### config.mk
export PLATFORM = sky130hd
export DESIGN_NAME = seq_index_driver
export DESIGN_NICKNAME = d
export VERILOG_FILES = /design/src/rtl/seq_index_driver.sv
export SDC_FILE = /design/constraint.sdc
export NUM_CORES = 1
export LEC_CHECK = 0
export CELL_PAD_IN_SITES_DETAIL_PLACEMENT = 0
export CELL_PAD_IN_SITES_GLOBAL_PLACEMENT = 2
export CORE_MARGIN = 2
export CORE_UTILIZATION = 31
export DETAILED_ROUTE_END_ITERATION = 6
export HOLD_SLACK_MARGIN = 0.1
export PLACE_DENSITY = 0.88
export SLEW_MARGIN = 20
export SYNTH_ARGS = -nofsm -noshare
export SYNTH_HDL_FRONTEND = slang
export SYNTH_SLANG_ARGS = --single-unit
### constraint.sdc
create_clock -name clk -period 9.3 [get_ports clk]
set_clock_uncertainty 0.15 [all_clocks]
set_input_delay 1.86 -clock clk [delete_from_list [all_inputs] [get_ports clk]]
set_output_delay 1.86 -clock clk [all_outputs]
set_load 0.01 [all_outputs]
### src/rtl/seq_index_driver.sv
// seq_index_driver: generates the seqidx stepping sequence for the LED
// pattern sequencer and checks the returned leds pattern against the
// expected rotating pattern for the current index.
//
// Control is a two-state FSM (IDLE/RUN). The registered busy output mirrors
// state==RUN and serves as the observable state of the FSM.
//
// Handshake: there is none. leds_in is treated as a purely combinational
// function of the registered seqidx (zero sequencer latency), so every
// non-reset cycle is a valid comparison cycle.
module seq_index_driver #(
  parameter int IDX_W = 5,
  parameter int DIV_W = 16,
  parameter int CNT_W = 8
) (
  input  logic             clk,
  input  logic             rst,
  input  logic [DIV_W-1:0] div,
  input  logic             run,
  input  logic             oneshot,
  input  logic             dir,
  input  logic             step,
  input  logic             clr_err,
  input  logic [7:0]       leds_in,
  output logic [IDX_W-1:0] seqidx,
  output logic             busy,
  output logic             wrap,
  output logic             err,
  output logic [CNT_W-1:0] err_cnt
);

  typedef enum logic {
    IDLE = 1'b0,
    RUN  = 1'b1
  } state_t;

  localparam logic [IDX_W-1:0] IDX_ONE = IDX_W'(1);
  localparam logic [DIV_W-1:0] DIV_ONE = DIV_W'(1);
  localparam logic [CNT_W-1:0] CNT_ONE = CNT_W'(1);

  state_t           state;
  state_t           state_nx;
  logic [DIV_W-1:0] cnt;
  logic [DIV_W-1:0] cnt_nx;
  logic             adv;
  logic [IDX_W-1:0] idx_step;
  logic             idx_wraps;
  logic [3:0]       nib;
  logic [7:0]       exp_leds;
  logic             mismatch;

  // Candidate next index and whether taking it crosses the wrap boundary.
  always_comb begin
    idx_step  = dir ? (seqidx - IDX_ONE) : (seqidx + IDX_ONE);
    idx_wraps = dir ? (seqidx == '0) : (seqidx == '1);
  end

  // Expected sequencer pattern for the current index and the mismatch flag.
  always_comb begin
    nib      = 4'b1000 >> seqidx[1:0];
    exp_leds = {nib, nib};
    mismatch = (leds_in != exp_leds);
  end

  // Next-state, prescaler and advance decision.
  always_comb begin
    state_nx = state;
    cnt_nx   = cnt;
    adv      = 1'b0;
    case (state)
      IDLE: begin
        if (run) begin
          // Entry edge only arms the prescaler; no advance here.
          state_nx = RUN;
          cnt_nx   = '0;
        end else if (step) begin
          adv    = 1'b1;
          cnt_nx = '0;
        end
      end
      RUN: begin
        if (!run) begin
          state_nx = IDLE;
          cnt_nx   = '0;
        end else if (cnt >= div) begin
          // >= rather than == so lowering div below cnt still advances
          // on the very next cycle.
          adv    = 1'b1;
          cnt_nx = '0;
          if (oneshot && idx_wraps) begin
            state_nx = IDLE;
          end
        end else begin
          cnt_nx = cnt + DIV_ONE;
        end
      end
      default: begin
        state_nx = IDLE;
        cnt_nx   = '0;
      end
    endcase
  end

  // FSM state, prescaler, index and wrap pulse registers.
  always_ff @(posedge clk) begin
    if (rst) begin
      state  <= IDLE;
      cnt    <= '0;
      seqidx <= '0;
      busy   <= 1'b0;
      wrap   <= 1'b0;
    end else begin
      state <= state_nx;
      cnt   <= cnt_nx;
      busy  <= (state_nx == RUN);
      wrap  <= adv && idx_wraps;
      if (adv) begin
        seqidx <= idx_step;
      end
    end
  end

  // Sticky mismatch flag and saturating mismatch counter; clear has priority.
  always_ff @(posedge clk) begin
    if (rst) begin
      err     <= 1'b0;
      err_cnt <= '0;
    end else if (clr_err) begin
      err     <= 1'b0;
      err_cnt <= '0;
    end else if (mismatch) begin
      err <= 1'b1;
      if (err_cnt != '1) begin
        err_cnt <= err_cnt + CNT_ONE;
      end
    end
  end

endmodule

==> run summary, run 1 <==
The flow ran to the end, and the final reports show no timing, DRC or antenna violations. The first routing iteration left 51 violations. The worst hold-check path type was reg -> reg. With fillers left out, the area of the finished cells amounts to 2770 um2.

The logs give 0.317 for the effective utilization at floorplan and 32 for the number of sinks handled by clock tree synthesis. The final wirelength was 4880 um; the final critical path time including I/O delays and setup was 4.58 ns. Buffers added to address setup during post-CTS repair amount to 0. Compared with the post-synthesis result, the final layout area differs by 29.0%. Switching share of power: 0.247. Post-route clock period utilization: 0.492. The worst hold path begins at err. Synthesis instantiated 52 different standard cells from the library. The reported leakage power was 1.08 nW; the cell internal power dissipation was 0.228 mW. The run gives 0.219 GHz as the highest achievable clock rate. In this run the remaining antenna-violating nets after routing total 0. The fraction of registers with async set or reset after synthesis works out to 0. The die is 87.2 um tall. Destination of the worst hold path: err.

The clock reaches the later pin of the worst-skew pair after 0.28 ns. The tools report the post-synthesis instance area as 2140 um2. The most frequently used flop master after synthesis is sky130_fd_sc_hd__dfxtp_1. The worst-case setup slack after placement was 4.44 ns.

The setup-violating endpoint count in the final report was 0; the number of instances on the worst hold path was 2. The via count of the first global-routing pass was 1823. Depth of the worst register-to-register path: 7.

For this design, the slowest cell found on the critical path is sky130_fd_sc_hd__or4_4. The combinational cell fraction of total power is 0.160. Commonest non-fill, non-tap cell in the layout: sky130_fd_sc_hd__clkdlybuf4s50_1. At the worst endpoint, the arrival time is 4.59 ns. The tool flagged a number of max-cap violations equal to 0. The net count after synthesis is 324, and the initial antenna violation count is 0.

Once placement finished, the instance area stood at 2680 um2. Setup repair after global routing left no endpoint under its margin. The run gives 0 as the number of max-slew violations in the final report. The layout cell share with drive strength beyond 1 is 0.0533.

Each instance of the synthesized netlist takes up on average 7.91 um2. Type of the worst setup path: in -> reg. The tools report the final sum of negative setup slack as 0 ns. After clock tree synthesis, the clock-pin slew on the worst setup and hold paths is 0.07 ns.

The HPWL after detailed placement was 3840 um; the length of the first detailed-routing pass in iterations was 4. At the end of routability-driven placement, the weighted congestion stood at 0.802. The worst setup path is captured at a register. Width of the die: 87.2 um. TritonCTS built the clock tree.

The synthesized instance count was 271. The top cell types in the final layout, fill and taps aside, are 46 x sky130_fd_sc_hd__clkdlybuf4s50_1, 33 x sky130_fd_sc_hd__nor2_1, 32 x sky130_fd_sc_hd__dfxtp_1. Maximum fanout along the worst path: 5.

In the post-route analysis, the smallest setup slack over all paths is 4.73 ns. The clock buffer count from CTS was 5; the final global-route overflow total was 0. The worst register-to-register path has a setup slack of 6.40 ns. Power comes to 0.302 mW. The first global-routing pass estimated 8160 um of wire.

CTS built an H-tree with a depth of 2. The region available for standard cell placement spans 6760 um2. The power density of the placed cells was 109 nW/um2. The final route contains 1983 vias. The tools report the buffer depth of the longest clock path as 2. In this run, synthesis produced a sequential element count of 32. The residual DRC count is 0. The net count of the finished layout is 371. The count of buffers from port buffering is 46.

Entering global routing, the biggest net connects 19 pins. The cell sitting at the root of the clock tree is a sky130_fd_sc_hd__clkbuf_8. Once the clock tree was built, the resizer swapped 0 gates to a different size. The total count of hold-check failures in the final report was 0.

The relative contribution of sequential cells to total power is 0.474, and the site row count is 30. The via density per instance was 4.97; the number of synthesized flops with an enable pin was 0. For this design, the CTS-stage hold fixing added 0 buffers. The tools report the power spent charging and discharging nets as 0.0746 mW. The critical path goes through clkdlybuf4s50_1 -> inv_1 -> ha_1 -> nand4_1 -> or3_1 -> or4_4 -> a31o_2 -> a21oi_2 -> mux2_1. The run gives 0.299 as the sequential-to-total area share from yosys stat. During I/O placement, the number of pins put on the boundary was 47. The total number of yosys warnings was 0. At the pin with the least slew margin, the transition time is 0.874 ns. The worst reg2reg path endpoint is seqidx[4]. Total routing usage reported by global routing: 0.132.

The tools report the clock network power share as 0.367. In the final routed layout, each cell accounts on average for 12.2 um. The data required time of the critical path was 9.32 ns; the peak per-stage delay on the critical path was 0.58 ns.

In this run the critical register-to-register path is launched from cnt[13]. The die area is 7600 um2. IR analysis of the VDD net gives a maximum drop of 0.0394 mV. The number of antenna diodes in the final layout is 0.

The worst setup path is launched from a primary input. For the remaining max-slew budget at the tightest pin, the log shows 0.417.
-- layout make-up --
type	count	area (um2)
clock buffers	8	90.1
fillers	725	3990
inverters	25	93.8
multi-input cells	207	1370
flip-flops and latches	32	641
well taps	80	100
repair buffers	47	468
-- how the worst max path moves through the flow --
stage / end / startpoint / slack [ns] / cells after the start
floorplan: seqidx[4] / div[15] / 5.08 / 8
global placement: seqidx[4] / div[15] / 4.48 / 9
detailed placement: seqidx[4] / div[15] / 4.44 / 9
CTS: seqidx[4] / div[15] / 4.74 / 9
global route: seqidx[1] / div[15] / 4.61 / 9
finish: seqidx[4] / div[15] / 4.73 / 9
-- critical path, delay by kind of cell --
family / cells / cell delay, ns
AOI/OAI and AO/OA: 2 / 0.43
adders and majority gates: 1 / 0.30
buffers and inverters: 2 / 0.49
muxes: 1 / 0.33
and+or+nand+nor: 3 / 1.18
-- cells by family (layout without fill, tap and decap cells) --
kind of cell	Yosys count	count (layout)	share of synthesized area
and+or+nand+nor	128	128	0.305
AOI/OAI and AO/OA	38	38	0.124
DFF	32	32	0.299
buffers and inverters	32	80	0.0607
adders and majority gates	22	22	0.132
xor gates and xnor gates	16	16	0.0653
muxes	3	3	0.0146
-- synth_stat cells (all sizes together) (2+ instances only) --
master	count	area share
ha	21	0.12
a31oi	4	0.012
nor4b	2	0.0082
a21oi	13	0.032
xnor2	9	0.037
nand2	27	0.047
clkbuf	3	0.0053
and3	4	0.012
buf	4	0.012
inv	25	0.044
a31o	2	0.0082
nor4	2	0.0058
nand3	13	0.030
and3b	2	0.0082
nand2b	4	0.012
dfxtp	32	0.30
nor2b	3	0.0088
mux2i	2	0.0093
or2	3	0.0088
or3	5	0.015
a21o	2	0.0070
nand4	10	0.029
xor2	7	0.029
or4	2	0.0088
nor2	33	0.058
nor3	11	0.026
o21ai	6	0.014
-- through the flow --
stage / instances / hold WS, ns / utilization
4_1_cts: 399 / 0.303 / 0.409
2_1_floorplan: 271 / 0.320 / -
3_5_place_dp: 391 / 0.293 / 0.396
6_report: 399 / 0.298 / 0.409
5_1_grt: 399 / 0.340 / 0.409
3_3_place_gp: 391 / 0.288 / 0.396
-- power groups by stage --
stage          registers, mW  clock network, mW  logic (mW)
2_1_floorplan          0.146                  0      0.0252
3_3_place_gp           0.146                  0      0.0485
3_5_place_dp           0.146                  0      0.0487
4_1_cts                0.143              0.115      0.0489
5_1_grt                0.144              0.120      0.0542
6_report               0.143              0.111      0.0482
-- registers in the layout (all words and copies together), names as in the netlist --
name / flops
cnt: 16
err_cnt: 8
seqidx: 5
err: 1
state: 1
wrap: 1
-- routing by layer --
layer	global-route usage	wire [um]
met5	0	0
met4	0.0378	42
met3	0.0256	171
met2	0.221	2170
met1	0.174	2490
Note: power is estimated with default switching activity, not from simulation.
==> run 2, diff against run 1 <==
--- a/config.mk
+++ b/config.mk
@@ -8,10 +8,10 @@
 export CELL_PAD_IN_SITES_DETAIL_PLACEMENT = 0
 export CELL_PAD_IN_SITES_GLOBAL_PLACEMENT = 2
 export CORE_MARGIN = 2
-export CORE_UTILIZATION = 31
+export CORE_UTILIZATION = 26
 export DETAILED_ROUTE_END_ITERATION = 6
 export HOLD_SLACK_MARGIN = 0.1
-export PLACE_DENSITY = 0.88
+export PLACE_DENSITY = 0.8
 export SLEW_MARGIN = 20
 export SYNTH_ARGS = -nofsm -noshare
 export SYNTH_HDL_FRONTEND = slang
==> constraint.sdc (replaced) <==
create_clock -name clk -period 3.7 [get_ports clk]
set_clock_uncertainty 0.15 [all_clocks]
set_input_delay 0.74 -clock clk [delete_from_list [all_inputs] [get_ports clk]]
set_output_delay 0.74 -clock clk [all_outputs]
set_load 0.01 [all_outputs]
==> run 2 against run 1 <==
  * Critical path depth stayed put
  * Non-clock buffer count up 3
  * Final area grew 1.9%
  * Via count fell by 0.76%
  * Clock power rose to 2.5 times the previous value
  * First-iteration DRC count is 2.0% higher
  * Setup slack got worse by 4.4 ns
  * Wire length grew 2.9%
  * Final cell count increased by 7.0%
  * Sequential power grew to 2.5 times the previous value
  * Die area is 18% higher
  * Clock-buffer cell count is the same
  * Critical endpoint unchanged
  * Largest cell class unchanged
==> run summary, run 2 (synthesis gave the netlist of run 1 again) <==
The via density per instance works out to 4.61. Of all nets on the critical path, the largest fanout is 4. The number of antenna diodes in the final layout is 0. Summed over all nets, the switching power comes to 0.191 mW. In this run the power density over the cells is 271 nW/um2.

After floorplanning, the core was sized to cover 8090 um2. For the HPWL after detailed placement, the log shows 3950 um. The logs give 0 for the final global-route overflow total and 0.124 for the total routing usage reported by global routing. The post-route clock period utilization is 0.922. The tools report the maximum number of pins on one net before global-route repair as 19.

The slowest cell on the critical path is sky130_fd_sc_hd__or4_4. The remaining max-slew budget at the tightest pin was 0.537; the top-level port count was 47. The run gives 2 as the buffer depth of the longest clock path. In the layout the commonest cells are 46 x sky130_fd_sc_hd__clkdlybuf4s50_1, 33 x sky130_fd_sc_hd__nor2_1, 32 x sky130_fd_sc_hd__dfxtp_1. The tree built by TritonCTS fans out to 32 sinks.

For this design, the CTS-stage hold fixing added 0 buffers. The clock network power share is 0.367, and the peak per-stage delay on the critical path is 0.57 ns. The run gives 2 as the maximum level of the CTS H-tree. The length of the first detailed-routing pass in iterations was 4; the slew of the pin with the lowest slew margin was 0.692 ns. Counting flops per register, the top entry is cnt.

The number of max-slew violations in the final report came out at 0. Width of the die: 94.8 um. The run finished with clean final reports. The depth of the worst register-to-register path was 7. In this run, the number of DRC markers left after iteration 0 of detailed routing was 52.

The worst-case setup slack after placement was -0.0272 ns; the initial antenna violation count was 0. Setup repair after global routing left no endpoint under its margin. The largest registers in the layout are cnt x16, err_cnt x8, seqidx x5.

The effective utilization at floorplan came out at 0.265. Capturing element type of the critical path: a register. Destination of the worst hold path: err. The startpoint of the most critical hold path was err. The tools report the peak ir drop on the vdd network as 0.0879 mV. The data required time of the critical path was 3.71 ns; the post-route cell area was 2820 um2.

After detailed routing, the total wire length is 5020 um. The die height is 94.8 um, and the relative contribution of sequential cells to total power is 0.472. For the site row count, the log shows 33. After detailed placement, the total cell area comes to 2730 um2. Clock-pin slew was measured on the worst setup and hold paths at 0.07 ns. The clock latency on the worst-skew pair came out at 0.28 ns. The commonest non-fill, non-tap cell in the layout was sky130_fd_sc_hd__clkdlybuf4s50_1. For the cell internal power dissipation, the log shows 0.573 mW.

Worst hold-check path type: reg -> reg. The reported leakage power is 1.10 nW, and the reg2reg setup slack is 0.86 ns. The switching share of power was 0.250. The worst register-to-register path begins at cnt[13]. For this run, the top clock speed supported by timing is 0.293 GHz. Setup total negative slack on the finished layout was measured at 0 ns. Setup slack on the critical path of the routed design comes to 0.289 ns.

The run gives 8990 um2 as the die area. The finished layout holds 427 standard cells, fillers aside. TritonCTS built the clock tree. The number of flip-flops under the largest register name works out to 16. Detailed routing inserted a total of 1968 vias. The run gives 0 as the remaining antenna violation count. The final critical path time including I/O delays and setup is 3.41 ns. Routability-driven placement finished with a final weighted congestion of 0.689. The tools report the post-placement cell count as 419. The tools report the data arrival time at the worst-slack endpoint as 3.42 ns. The tools report the worst reg2reg path endpoint as seqidx[4].

The final net count is 374, and the combinational cell fraction of total power is 0.162. Max-cap violations in this run came to 0. Setup violations remaining at the end of the flow were counted as 0. In this run, post-CTS repair resized a total of 0 instances. The layout cell share with drive strength beyond 1 is 0.0621.

The worst setup path is launched from a primary input. After clock tree synthesis, the setup repair step added 0 buffers. The clock buffer count from CTS was 5; the wire length per cell after detailed routing was 11.7 um. The area added between synthesis and finish is 31.5%, and the count of buffers from port buffering is 46.

The type of the worst setup path was in -> reg. The run gives 1899 as the via count of the first global-routing pass. The signal on the critical path passes through clkdlybuf4s50_1 -> inv_1 -> ha_1 -> nand4_1 -> or3_1 -> or4_4 -> a31o_2 -> a21oi_2 -> mux2_1. The number of instances on the worst hold path came out at 2. The first global-routing pass estimated 8810 um of wire. The run gives 0 as the residual DRC count. For the final core area utilization, the log shows 0.348.

CTS placed an instance of sky130_fd_sc_hd__clkbuf_8 at the clock tree root. For the total count of hold-check failures in the final report, the log shows 0.
## run 2: metal layers
metal	wire, um	GRT usage	up-vias	part of all wire
li1	-	-	1051	-
met1	2480	0.168	882	0.49
met2	2290	0.199	28	0.46
met3	180	0.0223	7	0.036
met4	63	0.0399	0	0.013
met5	0	0	-	0
## run 2: worst max-delay path: cells and delay by family
| family | cells | cell delay [ns] |
|---|---|---|
| simple gates | 3 | 1.17 |
| buf+inv | 2 | 0.49 |
| compound gates | 2 | 0.39 |
| mux | 1 | 0.32 |
| fa+ha+maj | 1 | 0.31 |
## run 2: final cells by class
class                   count  area, um2
inverters                  25       93.8
multi-input cells         207       1370
flip-flops and latches     32        641
repair buffers             50        490
fillers                   906       5270
clock buffers               8       90.1
well taps                 105        131
## run 2: power by group through the flow
stage	sequential, mW	clock (mW)	combinational [mW]
floorplan	0.368	0	0.0634
global placement	0.368	0	0.123
detailed placement	0.368	0	0.124
CTS	0.360	0.291	0.126
global route	0.361	0.307	0.140
finish	0.360	0.280	0.123
## run 2: worst max path at each step
stage / from / to / cells after the start
finish: div[15] / seqidx[4] / 9
CTS: div[15] / seqidx[4] / 9
detailed placement: div[15] / seqidx[4] / 9
global route: div[15] / seqidx[4] / 9
floorplan: div[15] / seqidx[4] / 8
global placement: div[15] / seqidx[4] / 9
## run 2: metrics by stage
step / power [mW] / hold WS (ns)
finish: 0.763 / 0.299
global route: 0.808 / 0.345
CTS: 0.777 / 0.304
detailed placement: 0.492 / 0.292
global placement: 0.492 / 0.289
floorplan: 0.431 / 0.320
